### src/rtl/qif_spike_rate_decoder.sv
// qif_spike_rate_decoder
// Detects spikes on the QIF membrane voltage with a hysteretic threshold,
// counts them over a fixed window of clock cycles and offers the resulting
// saturating 8-bit rate code over a valid/ready handshake.

module qif_spike_rate_decoder #(
    parameter logic [23:0] WINDOW  = 24'd1_000_000,
    parameter logic [7:0]  V_TH    = 8'd200,
    parameter logic [7:0]  V_REARM = 8'd100
) (
    input  logic       clk,
    input  logic       rst,
    input  logic       en,
    input  logic [7:0] v_mem,
    output logic       spike_pulse,
    output logic [7:0] rate,
    output logic       rate_valid,
    input  logic       rate_ready,
    output logic       overrun
);

    localparam int unsigned CNT_W = 8;
    localparam int unsigned WIN_W = 24;
    localparam logic [CNT_W-1:0] CNT_MAX  = 8'hFF;
    localparam logic [WIN_W-1:0] WIN_LAST = WINDOW - 24'd1;

    typedef enum logic {
        ARMED = 1'b0,
        FIRED = 1'b1
    } det_state_t;

    det_state_t       state;
    logic [WIN_W-1:0] win_cnt;
    logic [CNT_W-1:0] spike_cnt;

    logic             det_c;
    logic             win_last_c;
    logic             xfer_c;
    logic [CNT_W-1:0] cnt_next_c;

    // Spike event, window close, handshake transfer and saturating count update
    always_comb begin
        det_c      = en && (state == ARMED) && (v_mem >= V_TH);
        win_last_c = en && (win_cnt == WIN_LAST);
        xfer_c     = rate_valid && rate_ready;
        cnt_next_c = (spike_cnt == CNT_MAX) ? CNT_MAX : spike_cnt + CNT_W'(det_c);
    end

    // Hysteretic detector: one pulse per excursion above V_TH, re-arm below V_REARM
    always_ff @(posedge clk or posedge rst) begin
        if (rst) begin
            state       <= ARMED;
            spike_pulse <= 1'b0;
        end else if (!en) begin
            state       <= ARMED;
            spike_pulse <= 1'b0;
        end else begin
            spike_pulse <= 1'b0;
            case (state)
                ARMED: begin
                    if (v_mem >= V_TH) begin
                        state       <= FIRED;
                        spike_pulse <= 1'b1;
                    end
                end
                FIRED: begin
                    if (v_mem < V_REARM) begin
                        state <= ARMED;
                    end
                end
                default: state <= ARMED;
            endcase
        end
    end

    // Window and spike counters; a spike on the terminal edge closes with its window
    always_ff @(posedge clk or posedge rst) begin
        if (rst) begin
            win_cnt   <= '0;
            spike_cnt <= '0;
        end else if (!en) begin
            win_cnt   <= '0;
            spike_cnt <= '0;
        end else if (win_last_c) begin
            win_cnt   <= '0;
            spike_cnt <= '0;
        end else begin
            win_cnt   <= win_cnt + 24'd1;
            spike_cnt <= cnt_next_c;
        end
    end

    // Rate publication: load on close, drop valid on transfer, flag overwrite of unread rate
    always_ff @(posedge clk or posedge rst) begin
        if (rst) begin
            rate       <= '0;
            rate_valid <= 1'b0;
            overrun    <= 1'b0;
        end else if (win_last_c) begin
            rate       <= cnt_next_c;
            rate_valid <= 1'b1;
            if (rate_valid && !rate_ready) begin
                overrun <= 1'b1;
            end
        end else if (xfer_c) begin
            rate_valid <= 1'b0;
        end
    end

endmodule

### config.mk
export PLATFORM = sky130hd
export DESIGN_NAME = qif_spike_rate_decoder
export DESIGN_NICKNAME = d
export VERILOG_FILES = /design/src/rtl/qif_spike_rate_decoder.sv
export SDC_FILE = /design/constraint.sdc
export NUM_CORES = 1
export LEC_CHECK = 0
export ABC_AREA = 1
export CAP_MARGIN = 10
export CORE_ASPECT_RATIO = 2
export CORE_MARGIN = 5
export CORE_UTILIZATION = 60
export DETAILED_ROUTE_END_ITERATION = 6
export DONT_BUFFER_PORTS = 1
export HOLD_SLACK_MARGIN = 0.03
export PLACE_DENSITY = 0.79
export SETUP_SLACK_MARGIN = 0.02
export SLEW_MARGIN = 0
export SYNTH_ARGS = -nofsm -noshare
export SYNTH_HDL_FRONTEND = slang
export SYNTH_SLANG_ARGS = --single-unit
### constraint.sdc
create_clock -name clk -period 2 [get_ports clk]
set_input_delay 0.4 -clock clk [delete_from_list [all_inputs] [get_ports clk]]
set_output_delay 0.4 -clock clk [all_outputs]
set_load 0.01 [all_outputs]
# Word-level counts from Yosys, hierarchy flattened
# Cells that the tools add are included.
# classes
add_sub_neg	2
multipliers	0
div_mod_pow	0
n_lt_le_gt_ge	2
n_eq_ne	2
n_shift	0
muxes	13
bitwise_logic	1
n_reduce_logical	8
# ops
cell	count
24-bit two-way mux	2
24-bit by 1-bit adder with 24-bit output, second input constant	1
24-bit by 20-bit == test with 1-bit output, second input constant	1
8-bit two-way mux	3
8-bit by 1-bit adder with 8-bit output	1
8-bit == test, second input constant	1
8-bit >= comparator, second input constant	1
8-bit by 7-bit < comparator with 1-bit output, second input constant	1
1-bit two-way mux	7
1-bit logical AND	5
1-bit case mux with 2 select lines	1
2-bit AND reduction	1
2-bit nonzero test	1
1-bit zero test	1
1-bit inverter	1
# totals
regBits	44
latch_bits	0
ramBits	0
rom_bits	0
in_bits	12
output_inout_bits	11
word_cells	35
n_memories	0

# Logic depth before layout (Yosys ltp)
# logic_depth
depth_word	7
ltp_mapped	13
depth_no_buf	13

# Least setup slack after synthesis
# No wires, ideal clock.
# synth_path
path_kind	in2reg
start	in en
end	reg spike_cnt[4]
arrival_ns	1.691
t_required_ns	1.929
path_slack_ns	0.237
stages	12
n_path_buf	1
cell_sequence	buf_2 -> nand3_1 -> inv_1 -> ha_1 -> ha_1 -> nand2_1 -> inv_1 -> nand2_1 -> or2_2 -> nand3_1 -> inv_1 -> nor2_1
# synth_between
elab_chain_cells	6
elab_cells_between_ends	7
cone_classes	add/sub (1); mux (3); reduce/logical (3)
# synth_lines
item	line	rtl
from (decl)	13	input logic en,
1-bit logical AND (2 in series)	43	det_c = en && (state == ARMED) && (v_mem >= V_TH);
8-bit by 1-bit adder with 8-bit output	46	cnt_next_c = (spike_cnt == CNT_MAX) ? CNT_MAX : spike_cnt + CNT_W'(det_c);
8-bit two-way mux	46	
8-bit two-way mux	84	end else if (win_last_c) begin
8-bit two-way mux (*)	81	end else if (!en) begin
to (signal assigned)	89	spike_cnt <= cnt_next_c;
to (decl)	34	logic [CNT_W-1:0] spike_cnt;
# Mark *: on every way between the ends. The rest lies on a longest branch, timed or not.
# A chain may end at the register's enable or synchronous reset.

# Worst setup path after layout
# layout_path
start	reg state
end	reg rate[4]
# layout_between
elab_chain_cells	5
# layout_lines
item	line	rtl
from (decl)	32	det_state_t state;
from (signal assigned)	52	state <= ARMED;
from (signal assigned)	55	state <= ARMED;
from (signal assigned)	62	state <= FIRED;
1-bit inverter	n/a	
1-bit logical AND (2 in series)	43	
8-bit by 1-bit adder with 8-bit output	46	
8-bit two-way mux	46	
to (signal assigned)	100	rate <= cnt_next_c;
to (decl)	16	output logic [7:0] rate,
# No other way between the ends.

==> qor.log <==
qor: cts.clkSlewWorstSetupHoldPaths 0.08 ns
qor: power.peakVddDrop 0.426 mV
qor: sta.rsz0062_at_grt no
qor: yosys.dominant_synthesized_flop_cell dfrtp_1
qor: finish.fillerInstances 355
qor: place.place_congestion 0.962
qor: yosys.ys_seq_elements 44
qor: sta.finalSetupViolCount 0
qor: place.io_buffers 0
qor: finish.multi_input_area 0.00117 mm^2
qor: routing.drc_errors 0
qor: sta.max_slew.worst_pin.slew 0.549 ns
qor: yosys.synth_cell_types 28
qor: finish.area.sequential 0.00110 mm^2
qor: yosys.post_synth.cell_area_avg 7.48 um^2
qor: cts.tritoncts built
qor: floorplan.floorplan.rows 32
qor: sta.final-max-slew-violation-count 0
qor: worst_setup_path.worst_setup_path_start_kind flip-flop
qor: worst_setup_path.worst-endpoint-arrival 2.02 ns
qor: routing.detail_route.wirelength 5360 um
qor: power.power.switching_fraction 0.211
qor: yosys.synthesis.yosys.warnings 0
qor: finish.layout.core_utilization 0.668
qor: worst_setup_path.r2r_start state
qor: yosys.synth_fp_nets 340
qor: yosys.synth_largest_area_cell dfrtp_1
qor: routing.routed_via_density 5.42
qor: finish.layout_commonest_cell nand2_1
qor: power.cellInternalPower 0.00132 W
qor: yosys.number_of_synthesized_flops_with_an_enable_pin 0
qor: cts.clockRootBuffer clkbuf_8
qor: worst_setup_path.worst_setup_path_class reg2reg
qor: routing.detailroute.via_count 2072
qor: global_route.largest_net_degree_at_the_start_of_global_routing 45
qor: yosys.netlist_top_cells_area dfrtp_1, nand2_1, nor2_1
qor: routing.firstDrtPassIters 4
qor: min_path.type_of_the_most_critical_hold_path in2async
qor: cts.hold_buffers 0
qor: finish.finalNetCount 345
qor: run.cap_violations 0
qor: yosys.post_synth_inst_count 325
qor: finish.drive_gt1_frac 0.118
qor: finish.syn_to_final_growth 6.85%
qor: global_route.global_route.overflow_total 0
qor: cts.clk_path_buf_depth 2
qor: routing.remaining_number_of_nets_flagged_by_the_antenna_check_after_routing 0
qor: power.pwr-share-comb 0.035
qor: worst_setup_path.reg2reg_to rate[4]
qor: cts.clk_latency 0.30 ns
qor: cts.clock_sink_count 44
qor: sta.maxSlewHeadroom 0.634
qor: floorplan.die_width 55 um
qor: cts.inserted_clock_buffers 5
qor: power.power.density_cell_area 644 mW/mm^2
qor: worst_setup_path.critPathCaptureType flip-flop
qor: routing.initialDrtViolationCount 79
qor: global_route.antenna_found_initial 0
qor: cts.htreeDepth 2
qor: global_route.global_route.usage.total 0.228
qor: worst_setup_path.r2r.worst_path.cells 12
qor: yosys.synthArstFlopShare 1.00
qor: sta.max_freq 560 MHz
qor: sta.hold_violations 0
qor: sta.timing.setup.tns 0 ns
qor: finish.final_cell_count_no_fill 382
qor: worst_setup_path.r2r_slack 0.22 ns
qor: place.place.detailed.instances 374
qor: finish.mostFrequentLayoutCells nand2_1, nor2_1, dfrtp_1
qor: power.power_switching 0.000352 W
qor: yosys.synth_area 0.00243 mm^2
qor: floorplan.start_util 0.626
qor: power.cellLeakagePower 1.22 nW
qor: finish.n_antenna_cell 0
qor: floorplan.dieHeight 100 um
qor: floorplan.core_area 0.00388 mm^2
qor: global_route.first_global_vias 2049
qor: yosys.synth_top_cell_area_share 0.453
qor: sta.layout_worst_path_cycle_share 0.892
qor: power.p_seq_frac 0.540
qor: worst_setup_path.crit_fanout 4
qor: routing.routed_wire_per_std_cell 14.0 um
qor: floorplan.total_die_area 0.00550 mm^2
qor: floorplan.i_o_pin_total 23
qor: sta.finalClockSkew 0.00584 ns
qor: global_route.grt_pass1_wl 9130 um
qor: place.detailed_place_hpwl 4050 um
qor: power.clkPwrFrac 0.425
qor: yosys.synth_sequential_area_ratio 0.453
qor: worst_setup_path.cp_data_required_time 2.24 ns
qor: outcome.status completed
qor: sta.min_period 1.78 ns
flip-flops by register name, indices dropped and copies added, names as in the netlist:
name         flops
rate_valid       1
spike_pulse      1
overrun          1
state            1
win_cnt         24
spike_cnt        8
rate             8
timing repair:
| action | in CTS | in global routing |
|---|---|---|
| buffers inserted | 0 | 0 |
| endpoints found under the setup margin | 0 | 1 |
| resized for setup | 0 | 1 |
| endpoints found under the hold margin | 0 | 0 |
synth_stat cells, types with 2 or more instances:
library cell   n
nand3_1       23
nand3b_1       2
nor2_2        15
or2_2          2
and3_1         3
xor2_1         9
inv_2          3
o21ai_0        3
and2_1         3
nand2_2        5
nand2_1       92
dfrtp_1       44
xnor2_1        5
nor2_4         3
nor2_1        64
inv_1         33
a21oi_1        3
ha_1           3
routing by layer:
metal	share of wire	track usage	up-vias
met5	0	0	-
met4	0.068	0.139	0
met3	0.029	0.0327	26
met2	0.57	0.410	54
met1	0.33	0.228	990
li1	-	-	1002
through the flow:
step,total power (W),setup slack (ns),area [um^2],hold WS (ns)
after floorplan,0.000973,0.237,2430,0.457
after global placement,0.000979,0.137,2470,0.447
after detailed placement,0.000981,0.0889,2470,0.460
after CTS,0.00170,0.175,2590,0.134
after global routing,0.00174,0.0412,2600,0.171
final,0.00167,0.215,2600,0.107
worst max-delay path by stage:
stage | cells after the start | slack [ns] | start | endpoint
2_1_floorplan | 12 | 0.24 | en | spike_cnt[4]
3_3_place_gp | 13 | 0.14 | v_mem[3] | rate[4]
3_5_place_dp | 13 | 0.09 | v_mem[3] | spike_cnt[4]
4_1_cts | 12 | 0.18 | state | rate[4]
5_1_grt | 12 | 0.04 | state | rate[4]
6_report | 12 | 0.22 | state | rate[4]
area by class of cell:
type	count	share of cell area
Multi-Input combinational cell	242	0.450
Timing Repair Buffer	1	0.00289
Inverter	36	0.0520
Tap cell	51	0.0246
Clock inverter	2	0.0149
Clock buffer	6	0.0318
Sequential cell	44	0.424
worst max-delay path, stage by stage (launching register included):
cell     delay, ns
dfrtp_1       0.39
inv_1         0.06
nand3_1       0.10
inv_1         0.09
ha_1          0.16
ha_2          0.21
nand2_1       0.06
inv_1         0.06
nand2_1       0.05
or2_2         0.27
nand3_1       0.09
nand2_1       0.09
nand2_1       0.10
power by group through the flow:
stage,combinational (W),clock [W],sequential (W)
floorplan,0.0000530,0,0.000920
global placement,0.0000579,0,0.000921
detailed placement,0.0000599,0,0.000921
CTS,0.0000599,0.000733,0.000904
global route,0.0000685,0.000763,0.000905
finish,0.0000578,0.000711,0.000904
kinds of logic (layout without fill, tap and decap cells):
| group | count (synthesis) | after routing | share of synthesized area |
|---|---|---|---|
| AOI/OAI and AO/OA | 8 | 8 | 0.0180 |
| xor gates and xnor gates | 14 | 14 | 0.0505 |
| adders and majority gates | 3 | 3 | 0.0154 |
| buffers and inverters | 39 | 45 | 0.0675 |
| DFF | 44 | 44 | 0.453 |
| and+or+nand+nor | 217 | 217 | 0.395 |
No activity file was read; power rests on OpenSTA's default activity.
